==> config.mk <==
export PLATFORM = sky130hd
export DESIGN_NAME = muldiv_unit
export DESIGN_NICKNAME = d
export VERILOG_FILES = /design/src/rtl/muldiv_unit.sv
export SDC_FILE = /design/constraint.sdc
export NUM_CORES = 1
export LEC_CHECK = 0
export ABC_CLOCK_PERIOD_IN_PS = 5800
export CORE_ASPECT_RATIO = 1.5
export CORE_UTILIZATION = 35
export DETAILED_ROUTE_END_ITERATION = 12
export GPL_ROUTABILITY_DRIVEN = 0
export PLACE_DENSITY_LB_ADDON = 0.05
export SLEW_MARGIN = 20
export SYNTH_ARGS = -nofsm -noshare
export SYNTH_HDL_FRONTEND = slang
export SYNTH_SLANG_ARGS = --single-unit
==> constraint.sdc <==
create_clock -name clk -period 5.8 [get_ports clk]
set_input_delay 0.58 -clock clk [delete_from_list [all_inputs] [get_ports clk]]
set_output_delay 0.58 -clock clk [all_outputs]
set_load 0.01 [all_outputs]
==> src/rtl/muldiv_unit.sv <==
// Iterative RV32M-style multiply/divide unit: shift-add multiply, restoring divide,
// BITS_PER_CYCLE bits retired per iteration, RISC-V divide special cases, flush squash.
module muldiv_unit #(
  parameter int XLEN           = 32,
  parameter int BITS_PER_CYCLE = 1
) (
  input  logic            clk,
  input  logic            rst,
  input  logic            start,
  input  logic [2:0]      funct3,
  input  logic [XLEN-1:0] op_a,
  input  logic [XLEN-1:0] op_b,
  input  logic            flush,
  output logic            busy,
  output logic            done,
  output logic [XLEN-1:0] result
);

  localparam int N  = XLEN / BITS_PER_CYCLE;
  localparam int CW = $clog2(N + 1);
  localparam logic [XLEN-1:0] MIN_NEG = {1'b1, {(XLEN-1){1'b0}}};

  typedef enum logic [1:0] {IDLE, CALC, DONE} state_t;

  state_t            r_state;
  logic [XLEN-1:0]   r_mag_a;
  logic [XLEN-1:0]   r_mag_b;
  logic [2*XLEN-1:0] r_acc;
  logic [2:0]        r_funct3;
  logic              r_neg_q;
  logic              r_neg_r;
  logic [CW-1:0]     r_cnt;
  logic [XLEN-1:0]   r_result;

  // Operand decode on the raw inputs, used only when a start is accepted in IDLE
  logic            w_a_signed;
  logic            w_b_signed;
  logic            w_a_neg;
  logic            w_b_neg;
  logic [XLEN-1:0] w_mag_a;
  logic [XLEN-1:0] w_mag_b;
  logic            w_div_zero;
  logic            w_div_ovf;
  logic            w_special;
  logic [XLEN-1:0] w_special_res;

  assign w_a_signed = (funct3 inside {3'b000, 3'b001, 3'b010, 3'b100, 3'b110});
  assign w_b_signed = (funct3 inside {3'b000, 3'b001, 3'b100, 3'b110});
  assign w_a_neg    = w_a_signed & op_a[XLEN-1];
  assign w_b_neg    = w_b_signed & op_b[XLEN-1];
  assign w_mag_a    = w_a_neg ? -op_a : op_a;
  assign w_mag_b    = w_b_neg ? -op_b : op_b;
  assign w_div_zero = funct3[2] && (op_b == '0);
  assign w_div_ovf  = (funct3 == 3'b100 || funct3 == 3'b110) && (op_a == MIN_NEG) && (op_b == '1);
  assign w_special  = w_div_zero | w_div_ovf;

  always_comb begin
    w_special_res = '0;
    if (w_div_zero) w_special_res = funct3[1] ? op_a : '1;
    else            w_special_res = funct3[1] ? '0 : op_a;
  end

  // Unrolled iteration chain; the accumulator holds {hi, lo} for both operations
  logic [2*XLEN-1:0] w_mul_stg [0:BITS_PER_CYCLE];
  logic [2*XLEN-1:0] w_div_stg [0:BITS_PER_CYCLE];

  assign w_mul_stg[0] = r_acc;
  assign w_div_stg[0] = r_acc;

  genvar gi;
  generate
    for (gi = 0; gi < BITS_PER_CYCLE; gi++) begin : g_step
      logic [XLEN:0] w_sum;
      logic [XLEN:0] w_shift;
      logic [XLEN:0] w_diff;

      assign w_sum = {1'b0, w_mul_stg[gi][2*XLEN-1:XLEN]}
                   + (w_mul_stg[gi][0] ? {1'b0, r_mag_a} : '0);
      assign w_mul_stg[gi+1] = {w_sum, w_mul_stg[gi][XLEN-1:1]};

      // Remainder stays below the divisor, so the borrow bit alone decides restore
      assign w_shift = w_div_stg[gi][2*XLEN-1:XLEN-1];
      assign w_diff  = w_shift - {1'b0, r_mag_b};
      assign w_div_stg[gi+1] = w_diff[XLEN]
                             ? {w_shift[XLEN-1:0], w_div_stg[gi][XLEN-2:0], 1'b0}
                             : {w_diff[XLEN-1:0],  w_div_stg[gi][XLEN-2:0], 1'b1};
    end
  endgenerate

  logic [2*XLEN-1:0] w_acc_next;
  logic [2*XLEN-1:0] w_prod;
  logic [XLEN-1:0]   w_quo;
  logic [XLEN-1:0]   w_rem;
  logic [XLEN-1:0]   w_final;

  assign w_acc_next = r_funct3[2] ? w_div_stg[BITS_PER_CYCLE] : w_mul_stg[BITS_PER_CYCLE];
  assign w_prod     = r_neg_q ? -w_mul_stg[BITS_PER_CYCLE] : w_mul_stg[BITS_PER_CYCLE];
  assign w_quo      = w_div_stg[BITS_PER_CYCLE][XLEN-1:0];
  assign w_rem      = w_div_stg[BITS_PER_CYCLE][2*XLEN-1:XLEN];

  always_comb begin
    w_final = '0;
    case (r_funct3)
      3'b000:                 w_final = w_prod[XLEN-1:0];
      3'b001, 3'b010, 3'b011: w_final = w_prod[2*XLEN-1:XLEN];
      3'b100, 3'b101:         w_final = r_neg_q ? -w_quo : w_quo;
      default:                w_final = r_neg_r ? -w_rem : w_rem;
    endcase
  end

  always_ff @(posedge clk) begin
    if (rst) begin
      r_state  <= IDLE;
      r_mag_a  <= '0;
      r_mag_b  <= '0;
      r_acc    <= '0;
      r_funct3 <= '0;
      r_neg_q  <= 1'b0;
      r_neg_r  <= 1'b0;
      r_cnt    <= '0;
      r_result <= '0;
    end else if (flush) begin
      r_state <= IDLE;
      r_cnt   <= '0;
    end else begin
      case (r_state)
        IDLE: begin
          if (start) begin
            if (w_special) begin
              r_result <= w_special_res;
              r_state  <= DONE;
            end else begin
              r_mag_a  <= w_mag_a;
              r_mag_b  <= w_mag_b;
              r_funct3 <= funct3;
              r_neg_q  <= w_a_neg ^ w_b_neg;
              r_neg_r  <= w_a_neg;
              r_acc    <= funct3[2] ? {{XLEN{1'b0}}, w_mag_a} : {{XLEN{1'b0}}, w_mag_b};
              r_cnt    <= CW'(N);
              r_state  <= CALC;
            end
          end
        end
        CALC: begin
          r_acc <= w_acc_next;
          r_cnt <= r_cnt - CW'(1);
          if (r_cnt == CW'(1)) begin
            r_result <= w_final;
            r_state  <= DONE;
          end
        end
        DONE:    r_state <= IDLE;
        default: r_state <= IDLE;
      endcase
    end
  end

  assign busy   = (r_state == CALC);
  assign done   = (r_state == DONE);
  assign result = r_result;

endmodule

# After elaboration in Yosys (flattened, before gate mapping)
# Index checks and enable logic that the tools add are counted.
[classes] reduce_logical=19 n_mul=0 shifts=0 add_sub_neg=8 bitwise=6 n_eq_ne=18 magnitude_cmp=0 div_mod_pow=0 mux=27
[op_table] operator="$mux W32" n=12
[op_table] operator="$mux W64" n=5
[op_table] operator="$neg A32 Y32" n=4
[op_table] operator="$pmux W64 S2" n=1
[op_table] operator="$pmux W32 S3" n=1
[op_table] operator="$eq A32 B32 Y1 const B" n=2
[op_table] operator="$neg A64 Y64" n=1
[op_table] operator="$pmux W32 S2" n=1
[op_table] operator="$add A32 B32 Y33" n=1
[op_table] operator="$sub A33 B32 Y33" n=1
[op_table] operator="$logic_not A32 Y1" n=1
[op_table] operator="$eq A3 B3 Y1 const B" n=4
[op_table] operator="$mux W6" n=2
[op_table] operator="$pmux W6 S2" n=1
[op_table] operator="$eq A3 B2 Y1 const B" n=3
[op_table] operator="$reduce_and A4 Y1" n=2
[op_table] operator="$eq A3 B1 Y1 const B" n=2
[op_table] operator="$eq A6 B1 Y1 const B" n=1
[op_table] operator="$logic_not A3 Y1" n=2
[op_table] operator="$mux W2" n=3
[op_table] operator="$ne A2 B2 Y1 const B" n=3
[op_table] operator="$sub A6 B1 Y6 const B" n=1
[op_table] operator="$reduce_and A5 Y1" n=1
[op_table] operator="$reduce_bool A5 Y1" n=1
[op_table] operator="other kinds (17)" n=22
[totals] output_inout_bits=34 ram_bits=0 ff_bits=173 in_bits=71 rom_bits=0 latchBits=0 n_memories=0

# Depth between registers and ports, before layout
# Gate-level depths: netlist of run 1.
[logic_depth] depth_word=8 ltp_mapped=25 depth_no_buf=21

# Least setup slack after synthesis of run 1
# No wires, ideal clock.
[synth_timing] path_kind="register to register" start="register r_acc[31]" end="register r_result[28] (netlist: result[28])" required_time_ns=5.682 setup_time_ns=0.118 n_path_buf=4 arrival_ns=5.106 path_stages_with_launch=24 synth_period_minus_slack_ns=5.224 slack_ns=0.576 path_cell_list="dfxtp_1 > inv_1 > ha_1 > inv_1 > fa_1 > a211oi_1 > and4bb_4 > o21ai_2 > a21bo_2 > a31oi_2 > nor2_1 > buf_4 > buf_1 > buf_2 > mux2i_1 > ha_1 > inv_1 > a221o_1 > or4_1 > buf_2 > nor4b_2 > mux2_1 > o21ai_1 > o21ai_1"
[synth_between] elab_chain_cells=7 word_cells_on_any_way=11 cone_classes="add/sub (4); mux (7)"
[synth_lines] element="from (decl)" line_no="28" source="logic [2*XLEN-1:0] r_acc;"
[synth_lines] element="from (signal assigned)" line_no="138" source="r_acc <= funct3[2] ? {{XLEN{1'b0}}, w_mag_a} : {{XLEN{1'b0}}, w_mag_b};"
[synth_lines] element="from (signal assigned)" line_no="145" source="r_acc <= w_acc_next;"
[synth_lines] element="$sub A33 B32 Y33" line_no="83" source="assign w_diff = w_shift - {1'b0, r_mag_b};"
[synth_lines] element="$mux W64" line_no="85" source="? {w_shift[XLEN-1:0], w_div_stg[gi][XLEN-2:0], 1'b0}"
[synth_lines] element="$neg A32 Y32 (on tied branches)" line_no="107, 106"
[synth_lines] element="$mux W32 (on tied branches)" line_no="107, 106"
[synth_lines] element="$pmux W32 S3 (*)" line_no="103" source="case (r_funct3)"
[synth_lines] element="$mux W32 (*)" line_no="147" source="if (r_cnt == CW'(1)) begin"
[synth_lines] element="$pmux W32 S2 (*)" line_no="126" source="case (r_state)"
[synth_lines] element="to (signal assigned)" line_no="130" source="r_result <= w_special_res;"
[synth_lines] element="to (signal assigned)" line_no="148" source="r_result <= w_final;"
[synth_lines] element="to (decl)" line_no="33" source="logic [XLEN-1:0] r_result;"
# Mark *: on every way between the ends. The rest lies on a longest branch, timed or not. The select of a mux whose other input is x is not followed.
# A chain may end at the register's enable or synchronous reset.

# Final worst setup path of run 1
[layout_timing] start="register r_acc[0]" end="register r_result[26] (netlist: result[26])"
[layout_between] elab_chain_cells=7 word_cells_on_any_way=10 cone_classes="add/sub (3); mux (7)"
[layout_lines] element="$mux W32" line_no="78" source="+ (w_mul_stg[gi][0] ? {1'b0, r_mag_a} : '0);"
[layout_lines] element="$add A32 B32 Y33" line_no="78"
[layout_lines] element="$neg A64 Y64" line_no="97" source="assign w_prod = r_neg_q ? -w_mul_stg[BITS_PER_CYCLE] : w_mul_stg[BITS_PER_CYCLE];"
[layout_lines] element="$mux W64" line_no="97"
[layout_lines] element="$pmux W32 S3 (*)" line_no="103"
[layout_lines] element="$mux W32 (*)" line_no="147"
[layout_lines] element="$pmux W32 S2 (*)" line_no="126"
# Marked as above.

==> out/results.ini, run 1 <==
[drt]
via_per_inst = 6.26
wl_um = 92800
antenna_left = 0
routedWlPerCell_um = 28.9
vias = 20100
drc = 0
firstDrtPassIters = 5
initialDrtViolationCount = 2041

[logic_synthesis]
yosysWarnings = 0
async_flop_share_pct = 0
postSynthCellCount = 2542
avgSynthCellArea_um2 = 7.05
synth_flop_cell = dfxtp_1
mappedNetlistArea_mm2 = 0.0179
seq_area_frac_synth_pct = 19.3
synth.distinct_cells = 99
synth_edf_count = 0
syn_nets = 2687
synth-seq-cells = 173

[clocking]
clk_latency_ns = 0.48
htreeDepth = 4
clock-root-buffer = clkbuf_16
numCtsBuffers = 17
cts.clk_slew.worst_paths_ns = 0.07
cts_hold_buf = 0
cts_tree = built
post_cts_buffers = 0
clockBufferDepth = 2
cts_resized = 0
clock_sinks = 173

[layout]
final_layout_size_suffix_gt1_share_pct = 6.44
final_common_cell = nor2_1
antenna_cells = 0
final_cell_mix = nor2_1 (300), nand2_1 (275), a21oi_1 (187), dfxtp_1 (171), o21ai_0 (135)
fin_area_mm2 = 0.0202
finish.utilization_pct = 39.9
fillers = 5465
area_growth_pct = 12.5
nets = 2678

[critical_path]
max_stage_delay_ns = 0.72
worst_path_max_delay_cell = or4b_1
rrSetupSlack_ns = 0.24
rr_startpoint = r_acc[0]
critPathCaptureType = register
r2r-end = result[26]
startpoint_type = register
cp_top_family = compound AO/OA/AOI/OAI gates
crit_arrival_ns = 5.88
path_buf_inv = 0
cp_cell_sequence = and2_1 > ha_1 > fa_1 > a21o_1 > a41o_1 > o21a_1 > nor4_1 > o41ai_1 > xor2_1 > or4b_1 > nor4b_2 > or3_1 > a21oi_1 > o311ai_1 > o311ai_1
path_max_fanout = 16
ff2ff_path_depth = 15
crit_cells = 15
cp_common_cell = o311ai_1
cp.required_ns = 6.12
crit_type = register to register
cp-startpoint = r_acc[0]
crit_end = result[26]

[sta]
slew_headroom_pct = 17.4
rsz0062_at_grt = false
setup_viol = 0
final.min_clock_period_ns = 5.56
final.setup.tns_ns = 0
fin_skew_ns = 0.0112
worstMarginPinSlew_ns = 1.21
max_freq_ghz = 0.180
hold_viol = 0
hold_ws_ns = 0.461
slew_viol_final = 0
fin_crit_sh_pct = 95.9

[die]
io-pin-count = 105
std_cell_rows = 101
die_w_um = 187
dieArea_mm2 = 0.0521
chipHeight_um = 279
start_util_pct = 35.5
design.core.area_mm2 = 0.0505

[global_route]
grt_pass1_wl_um = 133000
grt_overflow = 0
antenna_found_initial = 6
grt_pass1_vias = 19200
grtUsageTotal_pct = 35.0
grt_max_degree = 72

[placement]
place_area_mm2 = 0.0196
hpwl_um = 72900
port_buffers = 104

[outcome]
status = finished, final reports clean

[power_and_ir_drop]
power_density_mw_per_mm2 = 185
vdd_drop_max_mv = 0.199
cellLeakagePower_nw = 7.36

[job]
max_cap_viol_count = 0

[worst_hold_path]
hp-class = register to register

## routing by layer
metal	track usage, %	routed length [um]	vias up
met3	5.40	5690	264
met5	0	52	-
met1	38.6	34400	9643
met2	60.2	44600	962
li1	-	-	9249
met4	27.3	8060	8
## area by class of cell
cell class	instances	area (um2)	area share, %
clock inverter	10	103	0.509
timing repair buffer	170	1550	7.71
sequential	173	3470	17.2
tap	669	837	4.15
clock buffer	22	464	2.30
multi-input combinational	2096	13500	66.7
inverter	75	282	1.40
## synth_stat cells, drive strengths merged (8+ instances only)
library cell / n / area [um2]
nand4: 22 / 138
a211oi: 102 / 766
or4: 18 / 135
clkbuf: 162 / 608
o211ai: 38 / 285
o31a: 9 / 78.8
a31oi: 22 / 144
ha: 72 / 901
mux2: 10 / 113
nor2: 305 / 1150
a221oi: 17 / 155
o31ai: 35 / 298
and2: 56 / 350
xor2: 83 / 727
a21o: 26 / 195
o21a: 14 / 105
or2: 12 / 75.1
and3: 15 / 93.8
nand3: 35 / 175
inv: 74 / 278
a21boi: 11 / 82.6
nor3: 81 / 410
a22oi: 27 / 203
buf: 36 / 164
o21ai: 163 / 820
o221ai: 19 / 166
a311o: 8 / 80.1
xnor2: 123 / 1080
dfxtp: 173 / 3460
o2111ai: 8 / 70.1
nor4: 28 / 200
or3: 23 / 149
mux2i: 80 / 805
a211o: 10 / 87.6
nand2: 275 / 1030
a21oi: 190 / 962
o22ai: 9 / 56.3
nand2b: 25 / 156
o41ai: 10 / 87.6
## power breakdown
part,switching [W],internal (W),leakage (nW),total (W)
logic,0.000773,0.000408,5.67,0.00118
registers,0.0000963,0.00124,1.41,0.00134
clock network,0.000584,0.000623,0.278,0.00121
## worst min-delay path: stages (launching register included)
cell     delay [ns]
dfxtp_1        0.32
nand2_1        0.05
a21oi_1        0.05
## stage by stage
stage | total power (W) | worst slack [ns] | instances
5_1_grt | 0.00386 | 0.0157 | 3215
6_report | 0.00373 | 0.235 | 3215
3_5_place_dp | 0.00251 | 0.379 | 3183
3_3_place_gp | 0.00251 | 0.361 | 3183
4_1_cts | 0.00373 | 0.396 | 3215
2_1_floorplan | 0.00206 | 0.576 | 2542
## worst min-delay path by stage
| stage | to | startpoint | slack (ns) | depth (start not counted) |
|---|---|---|---|---|
| detailed placement | result[1] | result[1] | 0.44 | 2 |
| floorplan | r_mag_a[0] | r_mag_a[0] | 0.43 | 2 |
| global placement | result[1] | result[1] | 0.45 | 2 |
| CTS | result[1] | result[1] | 0.46 | 2 |
| finish | r_mag_b[0] | r_mag_b[0] | 0.46 | 2 |
| global route | result[1] | result[1] | 0.47 | 2 |
## sequential cells by signal (all words and copies together) (netlist names)
signal and count:
r_acc 64, r_cnt 6, r_funct3 3, r_mag_a 32, r_mag_b 32, r_neg_q 1
r_neg_r 1, r_state 2, result 32
## kinds of logic (layout without fill, tap and decap cells)
logic type	after synthesis	count (layout)	share of synthesized area, %
AO/OA/AOI/OAI	784	784	29.4
multiplexers	90	90	5.12
flip-flops	173	173	19.3
adder cells (fa/ha/maj)	74	74	5.25
AND/OR/NAND/NOR	942	942	25.0
buffers and inverters	273	277	5.88
XOR/XNOR	206	206	10.1
Note: power is estimated with default switching activity, not from simulation.
==> inputs of run 2 (changes only) <==
--- a/config.mk
+++ b/config.mk
@@ -5,12 +5,14 @@
 export SDC_FILE = /design/constraint.sdc
 export NUM_CORES = 1
 export LEC_CHECK = 0
+export ABC_AREA = 0
 export ABC_CLOCK_PERIOD_IN_PS = 5800
 export CORE_ASPECT_RATIO = 1.5
 export CORE_UTILIZATION = 35
 export DETAILED_ROUTE_END_ITERATION = 12
 export GPL_ROUTABILITY_DRIVEN = 0
 export PLACE_DENSITY_LB_ADDON = 0.05
+export RECOVER_POWER = 25
 export SLEW_MARGIN = 20
 export SYNTH_ARGS = -nofsm -noshare
 export SYNTH_HDL_FRONTEND = slang
==> out/results.ini, run 2 (synthesis gave the netlist of run 1 again) <==
[outcome]
status = complete, but fails checks  ; was finished, final reports clean
violations = max-capacitance violations, max-slew violations

[critical_path]
crit_type = register to register  ; unchanged
rrSetupSlack_ns = 0.26  ; was 0.24 ns
r2r-end = result[26]  ; unchanged
path_max_fanout = 16  ; unchanged
critPathCaptureType = register  ; unchanged
crit_arrival_ns = 5.86  ; was 5.88 ns
crit_end = result[26]  ; unchanged
ff2ff_path_depth = 15  ; unchanged
cp.required_ns = 6.12  ; about the same
cp-startpoint = r_acc[0]  ; unchanged
startpoint_type = register  ; unchanged
rr_startpoint = r_acc[0]  ; unchanged

[clocking]
cts_hold_buf = 0  ; unchanged
cts_resized = 0  ; unchanged
clock-root-buffer = clkbuf_16  ; unchanged
clk_latency_ns = 0.48  ; about the same
clockBufferDepth = 2  ; unchanged
clock_sinks = 173  ; unchanged
cts_tree = built  ; unchanged
post_cts_buffers = 0  ; unchanged
htreeDepth = 4  ; unchanged
cts.clk_slew.worst_paths_ns = 0.07  ; about the same
numCtsBuffers = 17  ; unchanged

[sta]
final.setup.tns_ns = 0  ; unchanged
slew_headroom_pct = -22.6  ; was 17.4%
max_freq_ghz = 0.180  ; about the same
hold_viol = 0  ; unchanged
rsz0062_at_grt = false  ; unchanged
fin_skew_ns = 0.0114  ; was 0.0112 ns
final.min_clock_period_ns = 5.54  ; was 5.56 ns
worstMarginPinSlew_ns = 1.83  ; was 1.21 ns
slew_viol_final = 54  ; was 0
fin_crit_sh_pct = 95.6  ; was 95.9%
setup_viol = 0  ; unchanged
setup_slack_ns = 0.256  ; was 0.235 ns

[power_and_ir_drop]
vdd_drop_max_mv = 0.198  ; was 0.199 mV
cellLeakagePower_nw = 7.47  ; was 7.36 nW
clkPwrFrac_pct = 32.4  ; about the same
p_comb_share_pct = 31.7  ; about the same
p_int_w = 0.00227  ; about the same
power.switching_w = 0.00145  ; about the same
p_sw_share_pct = 39.0  ; about the same
p_seq_share_pct = 35.9  ; about the same
power_density_mw_per_mm2 = 185  ; about the same

[die]
std_cell_rows = 101  ; unchanged
io-pin-count = 105  ; unchanged
die_w_um = 187  ; unchanged
start_util_pct = 35.5  ; unchanged
design.core.area_mm2 = 0.0505  ; unchanged
dieArea_mm2 = 0.0521  ; unchanged
chipHeight_um = 279  ; unchanged

[drt]
routedWlPerCell_um = 28.8  ; was 28.9 um
via_per_inst = 6.28  ; was 6.26
drc = 0  ; unchanged
vias = 20200  ; was 20,100
firstDrtPassIters = 8  ; was 5
antenna_left = 0  ; unchanged
initialDrtViolationCount = 1916  ; was 2,041
wl_um = 92700  ; was 92,800 um

[layout]
largest_register_ffs = 64  ; unchanged
final_layout_size_suffix_gt1_share_pct = 6.32  ; was 6.44%
area_growth_pct = 12.4  ; was 12.5%
regMostFlops = r_acc  ; unchanged
finish.utilization_pct = 39.9  ; about the same
final_cell_mix = nor2_1 (301), nand2_1 (275), a21oi_1 (187), dfxtp_1 (171), o21ai_0 (135)  ; was nor2_1 (300), nand2_1 (275), a21oi_1 (187), dfxtp_1 (171), o21ai_0 (135)
fin_area_mm2 = 0.0202  ; about the same
final_common_cell = nor2_1  ; unchanged
nets = 2678  ; unchanged

[global_route]
grt_pass1_wl_um = 133000  ; unchanged
grt_pass1_vias = 19200  ; unchanged
antenna_found_initial = 6  ; unchanged
grtUsageTotal_pct = 35.0  ; unchanged
grt_max_degree = 72  ; unchanged
grt_overflow = 0  ; unchanged

[placement]
place_area_mm2 = 0.0196  ; unchanged
port_buffers = 104  ; unchanged
hpwl_um = 72900  ; unchanged
dp_slack_ns = 0.379  ; unchanged

[job]
max_cap_viol_count = 2  ; was 0

[worst_hold_path]
hp-class = register to register  ; unchanged
hp-start = result[1]  ; was r_mag_b[0]

## run 2: worst min-delay path by stage
stage                             to  slack [ns]  depth (start not counted)
after floorplan           r_mag_a[0]        0.43                          2
after global placement     result[1]        0.45                          2
after detailed placement   result[1]        0.44                          2
after CTS                  result[1]        0.46                          2
after global routing       result[1]        0.46                          2
final                      result[1]        0.46                          2
## run 2: area by class of cell
class,instances,area [um2]
diodes,1,2.50
clock buffers,22,464
clock inverters,10,103
fillers,5467,30400
inverters,75,282
multi-input cells,2096,13400
flip-flops and latches,173,3470
well taps,669,837
repair buffers,170,1550
## run 2: power by group through the flow
| stage | sequential (W) | combinational, W | clock [W] |
|---|---|---|---|
| 2_1_floorplan | 0.00129 | 0.000777 | 0 |
| 3_3_place_gp | 0.00136 | 0.00115 | 0 |
| 3_5_place_dp | 0.00136 | 0.00115 | 0 |
| 4_1_cts | 0.00133 | 0.00116 | 0.00124 |
| 5_1_grt | 0.00134 | 0.00125 | 0.00127 |
| 6_report | 0.00134 | 0.00118 | 0.00121 |
## run 2: per-stage QoR
step	instances	hold WS [ns]	total power, W
2_1_floorplan	2542	0.432	0.00206
3_3_place_gp	3183	0.450	0.00251
3_5_place_dp	3183	0.444	0.00251
4_1_cts	3215	0.464	0.00373
5_1_grt	3215	0.464	0.00386
6_report	3216	0.458	0.00372
## run 2: worst max-delay path: stages (launching register included)
cell and delay [ns]:
dfxtp_1 0.58, and2_1 0.39, ha_1 0.40, fa_1 0.28
a21o_1 0.18, a41o_1 0.36, o21a_1 0.33, nor4_1 0.13
o41ai_1 0.57, xor2_1 0.27, or4b_1 0.73, nor4b_2 0.47
or3_1 0.16, a21oi_1 0.11, o311ai_1 0.29, o311ai_1 0.14
## run 2: routing by layer
layer / global-route usage [%] / vias up / wire length (um)
li1: - / 9255 / -
met1: 38.6 / 9695 / 34400
met2: 60.2 / 947 / 44100
met3: 5.40 / 286 / 5810
met4: 27.3 / 4 / 8410
met5: 0 / - / 23
